$ cat src/rtl/voice_motion_ctrl.sv
// rtl/voice_motion_ctrl.sv - voice-driven walk/jump motion controller for one character
module voice_motion_ctrl #(
    parameter logic [9:0] X_END   = 10'd600,
    parameter logic [7:0] H_MAX   = 8'd100,
    parameter logic [5:0] JUMP_HI = 6'd8,
    parameter logic [5:0] JUMP_LO = 6'd4,
    parameter logic [5:0] GRAVITY = 6'd1
) (
    input  logic       clk_60hz,
    input  logic       resetn,
    input  logic       enable,
    input  logic [1:0] pitch,
    input  logic       vol,
    output logic [9:0] x_pos,
    output logic [7:0] height,
    output logic [1:0] state,
    output logic       land,
    output logic       done
);

    localparam logic [1:0] IDLE   = 2'b00;
    localparam logic [1:0] GROUND = 2'b01;
    localparam logic [1:0] AIR    = 2'b10;
    localparam logic [1:0] DONE   = 2'b11;

    logic [1:0]        pitch_s1;
    logic [1:0]        pitch_s;
    logic signed [6:0] vy;
    logic signed [8:0] next_h;
    logic signed [6:0] vy_grav;
    logic [9:0]        x_step;

    // Pitch comes from the analyser clock domain; bring it across with two flops.
    always_ff @(posedge clk_60hz) begin
        if (!resetn) begin
            pitch_s1 <= 2'b00;
            pitch_s  <= 2'b00;
        end else begin
            pitch_s1 <= pitch;
            pitch_s  <= pitch_s1;
        end
    end

    // Candidate next height (9-bit signed so both ground and ceiling crossings show), gravity step and saturating x step.
    always_comb begin
        next_h  = $signed({1'b0, height}) + $signed({{2{vy[6]}}, vy});
        vy_grav = vy - $signed({1'b0, GRAVITY});
        x_step  = (x_pos == X_END) ? x_pos : x_pos + 10'd1;
    end

    // Motion state machine: reset, then enable=0, then per-state behaviour.
    always_ff @(posedge clk_60hz) begin
        if (!resetn || !enable) begin
            state  <= IDLE;
            x_pos  <= 10'd0;
            height <= 8'd0;
            vy     <= 7'sd0;
            land   <= 1'b0;
        end else begin
            land <= 1'b0;
            case (state)
                IDLE: begin
                    state <= GROUND;
                end
                GROUND: begin
                    if (x_pos == X_END) begin
                        state <= DONE;
                    end else if (vol) begin
                        x_pos <= x_step;
                        if (pitch_s == 2'b11) begin
                            vy    <= $signed({1'b0, JUMP_HI});
                            state <= AIR;
                        end else if (pitch_s == 2'b01) begin
                            vy    <= $signed({1'b0, JUMP_LO});
                            state <= AIR;
                        end
                    end
                end
                AIR: begin
                    x_pos <= x_step;
                    if (next_h <= 9'sd0) begin
                        height <= 8'd0;
                        vy     <= 7'sd0;
                        land   <= 1'b1;
                        state  <= (x_pos == X_END) ? DONE : GROUND;
                    end else if (next_h >= $signed({1'b0, H_MAX})) begin
                        // Velocity is zeroed at the ceiling and this frame's gravity applied, so the fall starts next frame.
                        height <= H_MAX;
                        vy     <= 7'sd0 - $signed({1'b0, GRAVITY});
                    end else begin
                        height <= next_h[7:0];
                        vy     <= vy_grav;
                    end
                end
                default: begin
                end
            endcase
        end
    end

    assign done = (state == DONE);

endmodule

$ cat config.mk
export PLATFORM = sky130hd
export DESIGN_NAME = voice_motion_ctrl
export DESIGN_NICKNAME = d
export VERILOG_FILES = /design/src/rtl/voice_motion_ctrl.sv
export SDC_FILE = /design/constraint.sdc
export NUM_CORES = 1
export LEC_CHECK = 0
export CAP_MARGIN = 0
export CORE_ASPECT_RATIO = 1.5
export CORE_UTILIZATION = 30
export CTS_CLUSTER_SIZE = 12
export DETAILED_ROUTE_END_ITERATION = 6
export HOLD_SLACK_MARGIN = 0.06
export SLEW_MARGIN = 20
export SYNTH_ARGS = -nofsm -noshare
export SYNTH_HDL_FRONTEND = slang
export SYNTH_SLANG_ARGS = --single-unit
export TNS_END_PERCENT = 5
$ cat constraint.sdc
create_clock -name clk_60hz -period 2.41 [get_ports clk_60hz]
set_input_delay 0.3615 -clock clk_60hz [delete_from_list [all_inputs] [get_ports clk_60hz]]
set_output_delay 0.3615 -clock clk_60hz [all_outputs]
set_load 0.02 [all_outputs]
==> results.yml, run 1 <==
status:
  outcome: "finished with violations"
  violations: "setup timing"
timing:
  fmax_mhz: 397
  fin_crit_ns: 2.52
  final-setup-viol-count: 13
  max_slew_margin_pct: 55.0
  worst_pin_slew_ns: 0.672
  slew_violations: 0
  fin_tns_setup_ns: -0.551
  final.setup.worst_slack_ns: -0.106
  fin_skew_ns: 0.0148
  post-route-period-util_pct: 104
  rsz0062_at_grt: "yes"
  hold_viol_final: 0
route:
  route.detailed.drc: 0
  dr.pass1.iters: 4
  drt_wl_total_um: 4990
  num_vias: 1852
  drt_iter0_markers: 45
  wl_met1_um: 2070
  drtAntennaViolNets: 0
  vias_per_cell: 5.02
  routed.top_layer: "met4"
  wl_met3_um: 101
  route.met2.wl_um: 2730
  avgRoutedWirePerCell_um: 13.5
floorplan:
  die_y_um: 102
  die_w_um: 68.9
  core_area_sq_um: 6490
  dieArea_sq_um: 7040
  ioPinCount: 28
  rows: 36
  start_util_pct: 31.0
cts:
  cts.path.max_buffers: 2
  cts_buffers: 5
  clk_latency_ns: 0.30
  clk_root_buffer_cell: "clkbuf_8"
  clk_pin_slew_ns: 0.08
  htreeDepth: 2
  cts_hold_buf: 0
  cts_tree: "yes"
  cts.sinks: 32
synth:
  ys_ff_latch: 32
  yosysWarnings: 0
  synth_cells: 227
  synth_top_area_share_pct: 31.8
  synthTopCellsByCount: "dfxtp_1 (32), nor2_1 (21), nand2_1 (16)"
  synthFlopType: "dfxtp_1"
  post-synth-top-count-cell: "dfxtp_1"
  syn-num-nets: 249
  yosysUniqueCellTypes: 51
  synth_edf_count: 0
  synth_area_leaders: "dfxtp_1 (32%), ha_1 (9.3%), xnor2_1 (4.4%), nor2_1 (3.9%), a211oi_2 (3.1%)"
  synth_seq_area_share_pct: 31.8
  async_flop_share_pct: 0
  syn-cell-area_sq_um: 2010
  synth_top_area_cell: "dfxtp_1"
  syn_avg_cell_area_sq_um: 8.86
power_and_ir_drop:
  leakagePower_uw: 0.00112
  powerDensity_nw_per_um2: 371
  total_power_uw: 1040
  peakVddDrop_mv: 0.217
global_routing:
  grt_pass1_wl_um: 7990
  grt_max_degree: 17
  grt_pass1_vias: 1765
  antenna_found_initial: 0
  grt.total_usage_pct: 15.8
  grt_overflow: 0
critical_path:
  r2r-start: "vy[1]$_SDFFE_PP0P_"
  crit_required_ns: 2.64
  crit_chain: "buf_4, ha_4, a211oi_4, nor2_2, xor2_2, nor4_4, a311oi_4, a311oi_2, mux2i_1"
  cp-start-kind: "register"
  critPathArrivalTime_ns: 2.74
  r2r_setup_slack_ns: -0.11
  criticalPathCategory: "reg -> reg"
  critPathBufInv: 1
  crit_slowest_cell: "nor4_4"
  r2r_cells: 9
  path_max_fanout: 5
  end_kind: "register"
  slowest_delay_ns: 0.38
  worst_r2r_endpoint: "state[1]$_SDFFE_PP0P_"
  critPathTopFamily: "compound AO/OA/AOI/OAI gates"
hold_path:
  hp-start: "pitch_s1[1]$_SDFF_PN0_"
  min_to: "pitch_s[1]$_SDFF_PN0_"
  hold_class: "reg -> reg"
  holdPathStages: 1
placement:
  hpwl_um: 3870
  placed_cell_area_sq_um: 2620
  gp_congestion: 0.833
  portBuffers: 27
  placed_cells: 358
finish:
  nNetsFinal: 314
  final_cells: 369
  final_util_pct: 43.2
  num_antenna_cells: 0
  stdcell_area_sq_um: 2800
  drive_gt1_share_pct: 26.6
  syn_to_final_growth_pct: 39.3
run:
  maxCapViolations: 0
cells by family after synthesis:
group           after synthesis  share of synthesized area [%]
simple gates                 81                           21.3
compound gates               60                           23.5
flops                        32                           31.8
buf+inv                      19                           4.35
xor+xnor                     18                           8.21
fa+ha+maj                    16                           10.3
mux                           1                          0.498
report_power, final:
part	total (uW)	switching, uW	internal [uW]	leakage, uW
Sequential	538	5.03	533	0.000261
Combinational	68.8	37.0	31.8	0.000811
Clock	433	227	205	0.0000447
final cells by class:
class	count	area (sq um)
clock buffer	5	68.8
clock inverter	3	22.5
fill	660	3680
inverter	13	48.8
multi-input combinational	176	1370
sequential	32	647
tap	76	95.1
timing repair buffer	64	548
routing by layer:
metal	GRT usage (%)	vias up
li1	-	943
met1	16.6	881
met2	28.7	23
met3	3.24	5
met4	7.54	0
met5	0	-
how the worst max path moves through the flow:
stage,end,slack [ns],start,depth (start not counted)
floorplan,height[0]$_SDFFE_PP0P_,-0.05,height[0]$_SDFFE_PP0P_,10
global placement,height[0]$_SDFFE_PP0P_,-0.23,vy[1]$_SDFFE_PP0P_,10
detailed placement,height[0]$_SDFFE_PP0P_,-0.26,vy[0]$_SDFFE_PP0P_,10
CTS,height[0]$_SDFFE_PP0P_,-0.13,vy[0]$_SDFFE_PP0P_,10
global route,state[1]$_SDFFE_PP0P_,-0.21,vy[1]$_SDFFE_PP0P_,9
finish,state[1]$_SDFFE_PP0P_,-0.11,vy[1]$_SDFFE_PP0P_,9
layout by cell type (no fill, tap or decap), drive strengths merged, types with 5 or more instances in the layout:
cell type / n
clkbuf: 5
buf: 37
and3: 6
o21ai: 15
dfxtp: 32
ha: 15
xor2: 8
inv: 14
nor2: 22
a211oi: 9
clkdlybuf4s50: 27
xnor2: 10
nand2: 16
nor3: 5
nand3: 8
and2: 7
a21oi: 11
sequential cells by signal, summed over array words and instances, names as in the netlist:
signal and flops:
x_pos 10, height 8, land 1, pitch_s1 2
state 2, vy 7, pitch_s 2
timing repair:
action	CTS	global route
pin swaps	13	7
resized for setup	8	8
setup buffers	2	1
setup endpoints to repair	16	16
hold endpoints to repair	0	0
metrics by stage:
| step | worst slack (ns) | hold slack [ns] |
|---|---|---|
| CTS | -0.134 | 0.438 |
| global route | -0.210 | 0.455 |
| global placement | -0.231 | 0.420 |
| detailed placement | -0.265 | 0.418 |
| floorplan | -0.0528 | 0.412 |
| finish | -0.106 | 0.438 |
Power figures use the tool's default switching activity.
==> inputs of run 2 (changes only) <==
--- a/config.mk
+++ b/config.mk
@@ -7,10 +7,12 @@
 export LEC_CHECK = 0
 export CAP_MARGIN = 0
 export CORE_ASPECT_RATIO = 1.5
-export CORE_UTILIZATION = 30
+export CORE_UTILIZATION = 59
+export CTS_CLUSTER_DIAMETER = 60
 export CTS_CLUSTER_SIZE = 12
 export DETAILED_ROUTE_END_ITERATION = 6
 export HOLD_SLACK_MARGIN = 0.06
+export PLACE_DENSITY = 0.85
 export SLEW_MARGIN = 20
 export SYNTH_ARGS = -nofsm -noshare
 export SYNTH_HDL_FRONTEND = slang
==> constraint.sdc (replaced) <==
create_clock -name clk_60hz -period 3.3 [get_ports clk_60hz]
set_input_delay 0.495 -clock clk_60hz [delete_from_list [all_inputs] [get_ports clk_60hz]]
set_output_delay 0.495 -clock clk_60hz [all_outputs]
set_load 0.02 [all_outputs]
==> results.yml, run 2 (synthesized netlist as in run 1, its figures left out) <==
timing:
  worst_pin_slew_ns: 0.705
  fin_skew_ns: 0.00435
  hold_viol_final: 0
  fin_crit_ns: 2.96
  fmax_mhz: 338
  whs_ns: 0.436
  max_slew_margin_pct: 52.4
  post-route-period-util_pct: 89.8
  fin_tns_setup_ns: 0
  slew_violations: 0
  final-setup-viol-count: 0
  rsz0062_at_grt: "no"
finish:
  largest_reg_flops: 10
  nFillCells: 278
  nNetsFinal: 278
  num_antenna_cells: 0
  mostFrequentLayoutCell: "dfxtp_1"
  drive_gt1_share_pct: 8.95
  largest_register: "x_pos"
  final_cell_mix: "dfxtp_1 (32), clkdlybuf4s50_1 (27), nor2_1 (21)"
  syn_to_final_growth_pct: 18.8
  reg_top3: "x_pos x10, height x8, vy x7"
global_routing:
  antenna_found_initial: 0
  grtUsageMet3_pct: 4.35
  grt_max_degree: 18
  use_met1_pct: 26.8
  grt_pass1_wl_um: 7750
  grt.total_usage_pct: 27.9
  use_met2_pct: 54.5
  busiest_layer: "met2"
  grt_pass1_vias: 1792
  grt_overflow: 0
floorplan:
  dieArea_sq_um: 3650
  start_util_pct: 63.1
  die_y_um: 73.5
  die_w_um: 49.7
  core_area_sq_um: 3190
  rows: 25
  ioPinCount: 28
route:
  route.detailed.drc: 0
  drt_wl_total_um: 4520
  num_vias: 1753
  drtAntennaViolNets: 0
  avgRoutedWirePerCell_um: 15.2
  vias_per_cell: 5.90
  drt_iter0_markers: 43
  dr.pass1.iters: 4
cts:
  cts_buffers: 5
  cts_resized: 0
  cts_tree: "yes"
  cts.sinks: 32
  clk_root_buffer_cell: "clkbuf_8"
  htreeDepth: 2
  clk_latency_ns: 0.28
  cts_setup_buffers: 0
  cts_hold_buf: 0
  clk_pin_slew_ns: 0.07
  cts.path.max_buffers: 2
critical_path:
  criticalPathCategory: "reg -> reg"
  critPathBufInv: 1
  slowest_delay_ns: 0.61
  path_max_fanout: 11
  crit_chain: "ha_1, inv_1, fa_1, and2b_1, nor2_1, o21ai_2, xnor2_1, o41a_1, or3_1, a21oi_1"
  critPathArrivalTime_ns: 3.17
  critPathTopFamily: "compound AO/OA/AOI/OAI gates"
  crit_required_ns: 3.51
  end_kind: "register"
  crit_slowest_cell: "o41a_1"
  cp-start-kind: "register"
status:
  outcome: "finished, final reports clean"
run:
  maxCapViolations: 0
power_and_ir_drop:
  peakVddDrop_mv: 0.323
  total_power_uw: 748
  powerDensity_nw_per_um2: 313
  leakagePower_uw: 0.000923
placement:
  gp_congestion: 0.866
  portBuffers: 27
  hpwl_um: 3530
hold_path:
  hold_class: "reg -> reg"
[run 2: cell count changes in the layout (fill, tap and decap cells not counted), sizes merged]
| cell | delta |
|---|---|
| buf | -36 |
| clkinv | -1 |
| clkinvlp | -1 |
| inv | -1 |
| clkbuf | +3 |
[run 2: worst register-to-register path, stage by stage, from the launching register on]
cell and delay [ns]:
dfxtp_1 0.40, ha_1 0.24, inv_1 0.07, fa_1 0.39, and2b_1 0.25, nor2_1 0.07, o21ai_2 0.16, xnor2_1 0.13
o41a_1 0.61, or3_1 0.43, a21oi_1 0.14
[run 2: final cells by class]
type	instances	area (sq um)	share of cell area, %
Clock buffer	8	90.1	3.77
Inverter	13	48.8	2.04
Multi-Input combinational cell	176	1280	53.7
Sequential cell	32	641	26.8
Tap cell	40	50.0	2.09
Timing Repair Buffer	28	278	11.6
[run 2: report_power, final]
part	leakage [uW]	internal (uW)	total [uW]	switching, uW
combinational	0.000618	20.3	45.7	25.4
sequential	0.000259	390	394	3.74
clock	0.0000455	170	309	139
[run 2: layer usage]
metal  vias to the layer above  share of wire (%)
li1                        873                  -
met4                         0                4.0
met1                       830                 37
met2                        34                 56
met5                         -                  0
met3                        16                2.6
[run 2: worst paths after layout]
check                          end              startpoint  slack [ns]  cells after the start
max             vy[4]$_SDFFE_PP0P_      vy[0]$_SDFFE_PP0P_        0.34                     10
min          pitch_s[1]$_SDFF_PN0_  pitch_s1[1]$_SDFF_PN0_        0.44                      1
max reg2reg     vy[4]$_SDFFE_PP0P_      vy[0]$_SDFFE_PP0P_        0.34                     10
min reg2reg  pitch_s[1]$_SDFF_PN0_  pitch_s1[1]$_SDFF_PN0_        0.44                      1
[run 2: stage by stage]
step / area (sq um) / utilization, % / std cells / worst slack [ns]
final: 2390 / 74.9 / 297 / 0.338
after detailed placement: 2300 / 72.1 / 289 / 0.380
after global placement: 2300 / 72.1 / 289 / 0.453
after CTS: 2390 / 74.9 / 297 / 0.368
after global routing: 2390 / 74.9 / 297 / 0.193
after floorplan: 2010 / - / 227 / 0.604
